File: config.mk
export PLATFORM = sky130hd
export DESIGN_NAME = uart_rx_monitor
export DESIGN_NICKNAME = d
export VERILOG_FILES = /design/src/rtl/uart_rx_monitor.sv
export SDC_FILE = /design/constraint.sdc
export NUM_CORES = 1
export LEC_CHECK = 0
export CAP_MARGIN = 10
export CELL_PAD_IN_SITES_DETAIL_PLACEMENT = 0
export CELL_PAD_IN_SITES_GLOBAL_PLACEMENT = 1
export CORE_MARGIN = 10
export CORE_UTILIZATION = 41
export DETAILED_ROUTE_END_ITERATION = 8
export GPL_TIMING_DRIVEN = 0
export PLACE_DENSITY = 0.88
export SYNTH_ARGS = -nofsm -noshare
export SYNTH_HDL_FRONTEND = slang
export SYNTH_SLANG_ARGS = --single-unit
export TNS_END_PERCENT = 1
File: constraint.sdc
create_clock -name CLK100MHZ -period 2.1 [get_ports CLK100MHZ]
set_clock_uncertainty 0.2 [all_clocks]
set_input_delay 0.42 -clock CLK100MHZ [delete_from_list [all_inputs] [get_ports CLK100MHZ]]
set_output_delay 0.42 -clock CLK100MHZ [all_outputs]
set_load 0.01 [all_outputs]
File: src/rtl/uart_rx_monitor.sv
// uart_rx_monitor: 8N1 UART receiver with per-byte strobe and 32-bit little-endian word assembly.
// Define UART_RX_MAJORITY_EN for 2-of-3 majority bit decisions (all strobes one tick later).
module uart_rx_monitor #(
    parameter int CLK_HZ     = 100000000,
    parameter int BAUD       = 115200,
    parameter int OVERSAMPLE = 16
) (
    input  logic        CLK100MHZ,
    input  logic        reset,
    input  logic        rxd,
    output logic [7:0]  rx_byte,
    output logic        rx_valid,
    output logic        frame_err,
    output logic [31:0] word,
    output logic        word_valid,
    output logic        busy
);
    localparam int DIV = CLK_HZ / (BAUD * OVERSAMPLE);
    localparam int DW  = DIV > 1 ? $clog2(DIV) : 1;
    localparam int SW  = $clog2(OVERSAMPLE);
`ifdef UART_RX_MAJORITY_EN
    localparam int MAJ = 1;
`else
    localparam int MAJ = 0;
`endif
    localparam logic [SW-1:0] START_AT = SW'(OVERSAMPLE / 2 - 1 + MAJ);
    localparam logic [SW-1:0] BIT_AT   = SW'((OVERSAMPLE - 1 + MAJ) % OVERSAMPLE);

    typedef enum logic [1:0] {IDLE, START, DATA, STOP} state_t;
    state_t state, state_n;

    logic          s1, rxs, rxs_d, armed;
    logic [1:0]    vld;
    logic [DW-1:0] cnt;
    logic          tick;
    logic [SW-1:0] sc;
    logic [2:0]    idx;
    logic [7:0]    shreg;
    logic [1:0]    bc;
    logic [23:0]   shadow;
    logic          smp, start_edge, at_start, at_bit, good, bad;

    assign tick = cnt == DW'(DIV - 1);

`ifdef UART_RX_MAJORITY_EN
    logic [1:0] hist;
    assign smp = (hist[1] & hist[0]) | (rxs & (hist[1] | hist[0]));
    always_ff @(posedge CLK100MHZ) begin
        if (!reset)
            hist <= 2'b11;
        else if (tick)
            hist <= {hist[0], rxs};
    end
`else
    assign smp = rxs;
`endif

    always_ff @(posedge CLK100MHZ) begin
        if (!reset)
            state <= IDLE;
        else
            state <= state_n;
    end

    always_comb begin
        state_n = state;
        case (state)
            IDLE:    state_n = start_edge ? START : IDLE;
            START:   state_n = at_start ? (smp ? IDLE : DATA) : START;
            DATA:    state_n = at_bit && idx == 3'd7 ? STOP : DATA;
            STOP:    state_n = at_bit ? IDLE : STOP;
            default: state_n = IDLE;
        endcase
    end

    // A start edge only counts once the line has been seen high after reset.
    always_comb begin
        start_edge = state == IDLE && armed && rxs_d && !rxs;
        at_start   = state == START && tick && sc == START_AT;
        at_bit     = (state == DATA || state == STOP) && tick && sc == BIT_AT;
        good       = state == STOP && at_bit && smp;
        bad        = state == STOP && at_bit && !smp;
        busy       = state != IDLE;
    end

    always_ff @(posedge CLK100MHZ) begin
        if (!reset) begin
            s1         <= 1'b1;
            rxs        <= 1'b1;
            rxs_d      <= 1'b1;
            vld        <= '0;
            armed      <= 1'b0;
            cnt        <= '0;
            sc         <= '0;
            idx        <= '0;
            shreg      <= '0;
            bc         <= '0;
            shadow     <= '0;
            rx_byte    <= '0;
            word       <= '0;
            rx_valid   <= 1'b0;
            frame_err  <= 1'b0;
            word_valid <= 1'b0;
        end else begin
            s1         <= rxd;
            rxs        <= s1;
            rxs_d      <= rxs;
            vld        <= {vld[0], 1'b1};
            armed      <= armed | (vld[1] & rxs);
            cnt        <= start_edge || tick ? '0 : cnt + 1'b1;
            sc         <= start_edge ? '0 : at_start ? SW'(MAJ) : tick ? sc + 1'b1 : sc;
            rx_valid   <= good;
            frame_err  <= bad;
            word_valid <= good && bc == 2'd3;
            if (at_start)
                idx <= '0;
            else if (state == DATA && at_bit) begin
                shreg <= {smp, shreg[7:1]};
                idx   <= idx + 1'b1;
            end
            // Shadow shifts right so lanes 0..2 sit in [23:0] when the fourth byte arrives.
            if (good) begin
                rx_byte <= shreg;
                shadow  <= {shreg, shadow[23:8]};
                bc      <= bc + 1'b1;
                if (bc == 2'd3)
                    word <= {shreg, shadow};
            end else if (bad)
                bc <= '0;
        end
    end
endmodule

==> results of run 1 <==
per-layer routing:
metal | up-vias | part of all wire [%] | track usage [%]
met4 | 0 | 1.5 | 4.31
met5 | - | 0 | 0
li1 | 1515 | - | -
met3 | 9 | 7.0 | 4.12
met2 | 62 | 45 | 19.2
met1 | 1380 | 47 | 16.9
path summary, 6_finish.rpt:
check | endpoint | slack [ns] | cells past startpoint
max | word[30]$_SDFFE_PN0P_ | 0.05 | 6
min | rxs$_SDFF_PN1_ | 0.22 | 1
max reg2reg | shadow[11]$_SDFFE_PN0P_ | 0.09 | 7
min reg2reg | rxs$_SDFF_PN1_ | 0.22 | 1
cell usage after synthesis, drive strengths merged:
master	instances	area share [%]
clkbuf	22	3.6
nor2b	2	0.35
dfxtp	90	50
o211a	1	0.28
nor4	2	1.2
or2b	1	0.25
a31oi	1	0.18
buf	17	3.8
nand4b	3	0.74
nor3	4	0.56
and4b	1	0.28
mux2i	2	0.56
xnor2	3	0.74
a21oi	5	0.70
o22ai	1	0.18
nor3b	1	0.21
nand2b	3	0.53
nand4	2	0.35
nand2	71	7.5
o21ai	65	9.1
a22o	1	0.25
or2	1	0.18
and2	3	0.53
nor2	16	1.7
a32o	2	0.56
nand3	72	10
xor2	5	1.2
a32oi	1	0.25
o31ai	1	0.21
bufbuf	1	0.91
and3	1	0.18
inv	3	0.32
ha	6	2.1
area by class of cell:
cell class	instances	area [µm²]	area share, %
Tap cell	105	131	2.96
Multi-Input combinational cell	277	1470	33.2
Inverter	3	11.3	0.254
Clock buffer	10	138	3.10
Timing Repair Buffer	51	509	11.5
Buffer	40	307	6.91
Sequential cell	90	1800	40.6
Clock inverter	6	65.1	1.47
cell usage in the layout, fill, tap and decap left out, types with 2 or more instances in the layout:
master           count
buf_4               16
clkbuf_8            14
nand2b_1             3
mux2i_1              2
ha_1                 5
nand4b_1             3
inv_1                3
and2_1               3
clkdlybuf4s50_1     45
xor2_1               5
clkbuf_1            10
o21ai_0             58
nor2b_1              2
clkbuf_2             7
a21oi_1              5
nor2_1              15
a32o_1               2
nor3_1               3
nor4_4               2
dfxtp_1             90
nand4_1              2
nand3_1             72
o21ai_1              7
nand2_1             70
clkinv_2             2
xnor2_1              3
buf_6                4
power breakdown:
group          leakage [nW]  internal (mW)  switching, mW
clock network         0.103          0.585          0.619
registers             0.727           1.72        0.00548
logic                 0.778         0.0354         0.0674
total                  1.61           2.34          0.692
per-stage QoR:
step / utilization [%] / cells / setup TNS, ns
global placement: 49.9 / 561 / -40.74
floorplan: - / 410 / 0
detailed placement: 49.9 / 561 / -40.91
global route: 53.2 / 582 / -1.34
finish: 53.2 / 582 / 0
CTS: 52.8 / 579 / -0.00304
worst max-delay path, stage by stage:
cell and delay (ns):
clkdlybuf4s50_1 0.50, clkbuf_2 0.27, clkbuf_2 0.29, buf_1 0.41, nand3_1 0.14, o21ai_1 0.10
cells by family after synthesis:
| kind of cell | after synthesis | synth area share [%] |
|---|---|---|
| and+or+nand+nor | 183 | 24.6 |
| DFF | 90 | 50.5 |
| AOI/OAI and AO/OA | 78 | 11.7 |
| buffers and inverters | 43 | 8.58 |
| xor gates and xnor gates | 8 | 1.96 |
| adders and majority gates | 6 | 2.10 |
| muxes | 2 | 0.561 |
state kept, by name, summed over array words and instances (netlist names), 2 cells and up:
name	flops
shadow	16
idx	3
vld	2
state	2
bc	2
rx_byte	8
shreg	8
sc	4
word	32
cnt	6
repair_timing:
| item | in CTS | in global routing |
|---|---|---|
| pin swaps | 1 | 2 |
| endpoints found under the setup margin | 74 | 55 |
| buffers inserted | 2 | 3 |
| resized for setup | 7 | 6 |
==> results.toml, run 1 <==
[grt]
grt_pass1_vias = 2766
grt_max_degree = 16
grt_pass1_wl_mm = 13.8
overflow = 0
grt_use_total_pct = 12.8
antenna_found_initial = 0

[cts]
htreeDepth = 3
cts_buffers = 9
clock_path_buffers = 2
cts_sinks = 90
cts.clk_slew.worst_paths_ns = 0.08
clock-root-buffer = "clkbuf_8"
cts_tree = "done"
clk_latency_ns = 0.35
postCtsHoldBufs = 0

[detailed_routing]
vias = 2966
drt_wl_total_mm = 8.14
dr.pass1.iters = 4
ant_nets = 0
drt_iter0_markers = 137
wl_per_cell_um = 14.0
via_per_inst = 5.10
drc_errors = 0

[sta]
timing.final.ws_setup_ns = 0.0494
slew_violations = 0
worst_slew_pin_slew_ns = 0.466
period_needed_ns = 2.05
finalSetupViolCount = 0
max_freq_ghz = 0.488
slew_headroom_pct = 68.9
grt_setup_unrepaired = "yes"
hold_ws_ns = 0.225
finalHoldViolations = 0
fin_crit_sh_pct = 97.6

[critical_path]
crit_start = "reset"
criticalPathCategory = "in2reg"
start_kind = "primary input"
cp.arrival_ns = 2.13
critPathMaxFanout = 10
r2r_start = "cnt[0]$_SDFF_PP0_"
worstSetupEndpointType = "flop"
cp.required_ns = 2.18

[finish]
fillers = 782
antenna_cells = 0
nNetsFinal = 481
drive_gt1_share_pct = 12.2
stdcell_area_um2 = 4440
syn2layout_area_growth_pct = 24.2

[worst_hold_path]
min_from = "s1$_SDFF_PN1_"
hold_class = "reg2reg"

[logic_synthesis]
synth_cell_types = 39
ys_ff_latch = 90
syn_area_um2 = 3570
ys_seq_area_share_pct = 50.5
synth.avg_cell_area_um2 = 8.71
synth_cells = 410
synth_warnings = 0
synth_nets = 419

[outcome]
status = "completed"

[die]
initial_utilization_pct = 42.8
die_h_um = 113
coreArea_um2 = 8340
die_area_um2 = 12800
ios = 47
die_x_um = 113
rows = 33

[placed_design]
gp_congestion = 0.815
dp_hpwl_mm = 5.87
pre_cts_ws_ns = -0.685
dpl-instance-area_um2 = 4160
port_buffers = 46

[pwr]
p_per_area_nw_per_um2 = 683
p_total_mw = 3.03
ir_worst_vdd_uv = 436
p_leak_nw = 1.61

[run]
cap_violations = 0
Power figures use the tool's default switching activity.
==> run 2, diff against run 1 <==
--- a/config.mk
+++ b/config.mk
@@ -5,7 +5,7 @@
 export SDC_FILE = /design/constraint.sdc
 export NUM_CORES = 1
 export LEC_CHECK = 0
-export CAP_MARGIN = 10
+export CAP_MARGIN = 20
 export CELL_PAD_IN_SITES_DETAIL_PLACEMENT = 0
 export CELL_PAD_IN_SITES_GLOBAL_PLACEMENT = 1
 export CORE_MARGIN = 10
==> results of run 2 <==
Same layout as run 1: the final DEF is identical, and so are final timing and power.
==> run 3, diff against run 2 <==
--- a/config.mk
+++ b/config.mk
@@ -8,7 +8,7 @@
 export CAP_MARGIN = 20
 export CELL_PAD_IN_SITES_DETAIL_PLACEMENT = 0
 export CELL_PAD_IN_SITES_GLOBAL_PLACEMENT = 1
-export CORE_MARGIN = 10
+export CORE_MARGIN = 5
 export CORE_UTILIZATION = 41
 export DETAILED_ROUTE_END_ITERATION = 8
 export GPL_TIMING_DRIVEN = 0
==> results.toml, run 3 (synthesis results as in run 1) <==
[outcome]
status = "completed"

[detailed_routing]
vias = 2966
wl_per_cell_um = 13.6
via_per_inst = 5.08
ant_nets = 0
drc_errors = 0
drt_iter0_markers = 115
dr.pass1.iters = 4
drt_wl_total_mm = 7.94

[pwr]
p_per_area_nw_per_um2 = 663
netSwitchingFraction_pct = 25.0
p_int_mw = 2.20
p_total_mw = 2.94
switching_power_uw = 734
clkPwrFrac_pct = 37.7
p_seq_share_pct = 58.7
ir_worst_vdd_uv = 328
p_leak_nw = 1.61
comb_power_share_pct = 3.6

[placed_design]
port_buffers = 46
dp_hpwl_mm = 5.73
gp_congestion = 0.827
dp.cells = 564
pre_cts_ws_ns = -0.743

[critical_path]
worstSetupEndpointType = "flop"
critPathMaxFanout = 10
start_kind = "primary input"
cp.required_ns = 2.20
cp.arrival_ns = 2.15
r2r_start = "sc[0]$_SDFFE_PP0N_"
criticalPathCategory = "in2reg"
crit_start = "reset"

[die]
ios = 47
die_h_um = 103
coreArea_um2 = 8590
die_area_um2 = 10700
die_x_um = 103
initial_utilization_pct = 41.6
rows = 34

[grt]
grt_max_degree = 18
met3_usage_pct = 2.88
grt_use_total_pct = 15.8
grt_pass1_wl_mm = 13.5
top_usage_layer = "met2"
antenna_found_initial = 0
grt_use_met1_pct = 21.8
overflow = 0
grt_pass1_vias = 2839
use_met2_pct = 25.0

[finish]
antenna_cells = 0
nNetsFinal = 480
drive_gt1_share_pct = 12.2
top_register = "word"
final_cells = 584
top_regs = "word: 32 flops, shadow: 16 flops"
fillers = 831
largest_reg_flops = 32
syn2layout_area_growth_pct = 24.1
mostFrequentLayoutCells = "dfxtp_1, nand3_1, nand2_1, o21ai_0, clkdlybuf4s50_1"
final_common_cell = "dfxtp_1"

[sta]
slew_headroom_pct = 70.0
max_freq_ghz = 0.488
finalSetupViolCount = 0
fin_crit_sh_pct = 97.5
final.setup.tns_ns = 0
finalHoldViolations = 0
worst_slew_pin_slew_ns = 0.445
hold_ws_ns = 0.227
period_needed_ns = 2.05
grt_setup_unrepaired = "yes"
timing.final.ws_setup_ns = 0.0517
slew_violations = 0

[worst_hold_path]
hold_class = "reg2reg"
min_from = "s1$_SDFF_PN1_"

[cts]
cts_sinks = 90
cts.clk_slew.worst_paths_ns = 0.10
cts_tree = "done"
clock-root-buffer = "clkbuf_8"
clock_path_buffers = 2
htreeDepth = 3
clk_latency_ns = 0.37
cts_buffers = 9

[run]
cap_violations = 0
run 3: worst paths after layout:
| path | cells past startpoint | slack (ns) | end |
|---|---|---|---|
| worst max-delay path | 6 | 0.05 | shadow[12]$_SDFFE_PN0P_ |
| worst max register to register | 7 | 0.12 | rx_byte[4]$_SDFFE_PN0P_ |
| worst min-delay path | 1 | 0.23 | rxs$_SDFF_PN1_ |
| worst min register to register | 1 | 0.23 | rxs$_SDFF_PN1_ |
run 3: metal layers:
layer,vias up,part of all wire [%]
li1,1523,-
met1,1379,49
met2,54,46
met3,10,4.0
met4,0,1.3
met5,-,0
run 3: final cells by class:
class | instances | area, µm² | share of cell area (%)
flip-flops and latches | 90 | 1800 | 40.7
multi-input cells | 277 | 1490 | 33.6
repair buffers | 50 | 505 | 11.4
plain buffers | 40 | 308 | 6.95
well taps | 108 | 135 | 3.05
clock buffers | 9 | 124 | 2.80
clock inverters | 7 | 57.6 | 1.30
inverters | 3 | 11.3 | 0.254
run 3: timing repair:
action                     in CTS  in global routing
buffers inserted                1                  3
pin swaps                       1                  2
hold buffers                    0                  0
gates resized for setup         8                  8
setup endpoints to repair      74                 51
run 3: power by group through the flow:
stage               Combinational (mW)  Sequential [mW]  Clock (mW)
CTS                              0.104             1.72        1.13
detailed placement               0.102             1.76           0
global placement                 0.100             1.76           0
floorplan                       0.0744             1.76           0
global route                     0.120             1.72        1.19
finish                           0.107             1.72        1.11
run 3: worst max-delay path, cell delays in order:
cell and delay (ns):
clkdlybuf4s50_1 0.50, clkbuf_2 0.27, clkbuf_2 0.31, clkbuf_1 0.36, nand3_1 0.18, o21ai_0 0.10
run 3: metrics by stage:
stage                     utilization, %  instance area, µm²
after global routing                51.6                4430
after global placement              48.5                4170
after floorplan                        -                3570
after detailed placement            48.5                4170
after CTS                           51.1                4390
final                               51.6                4430
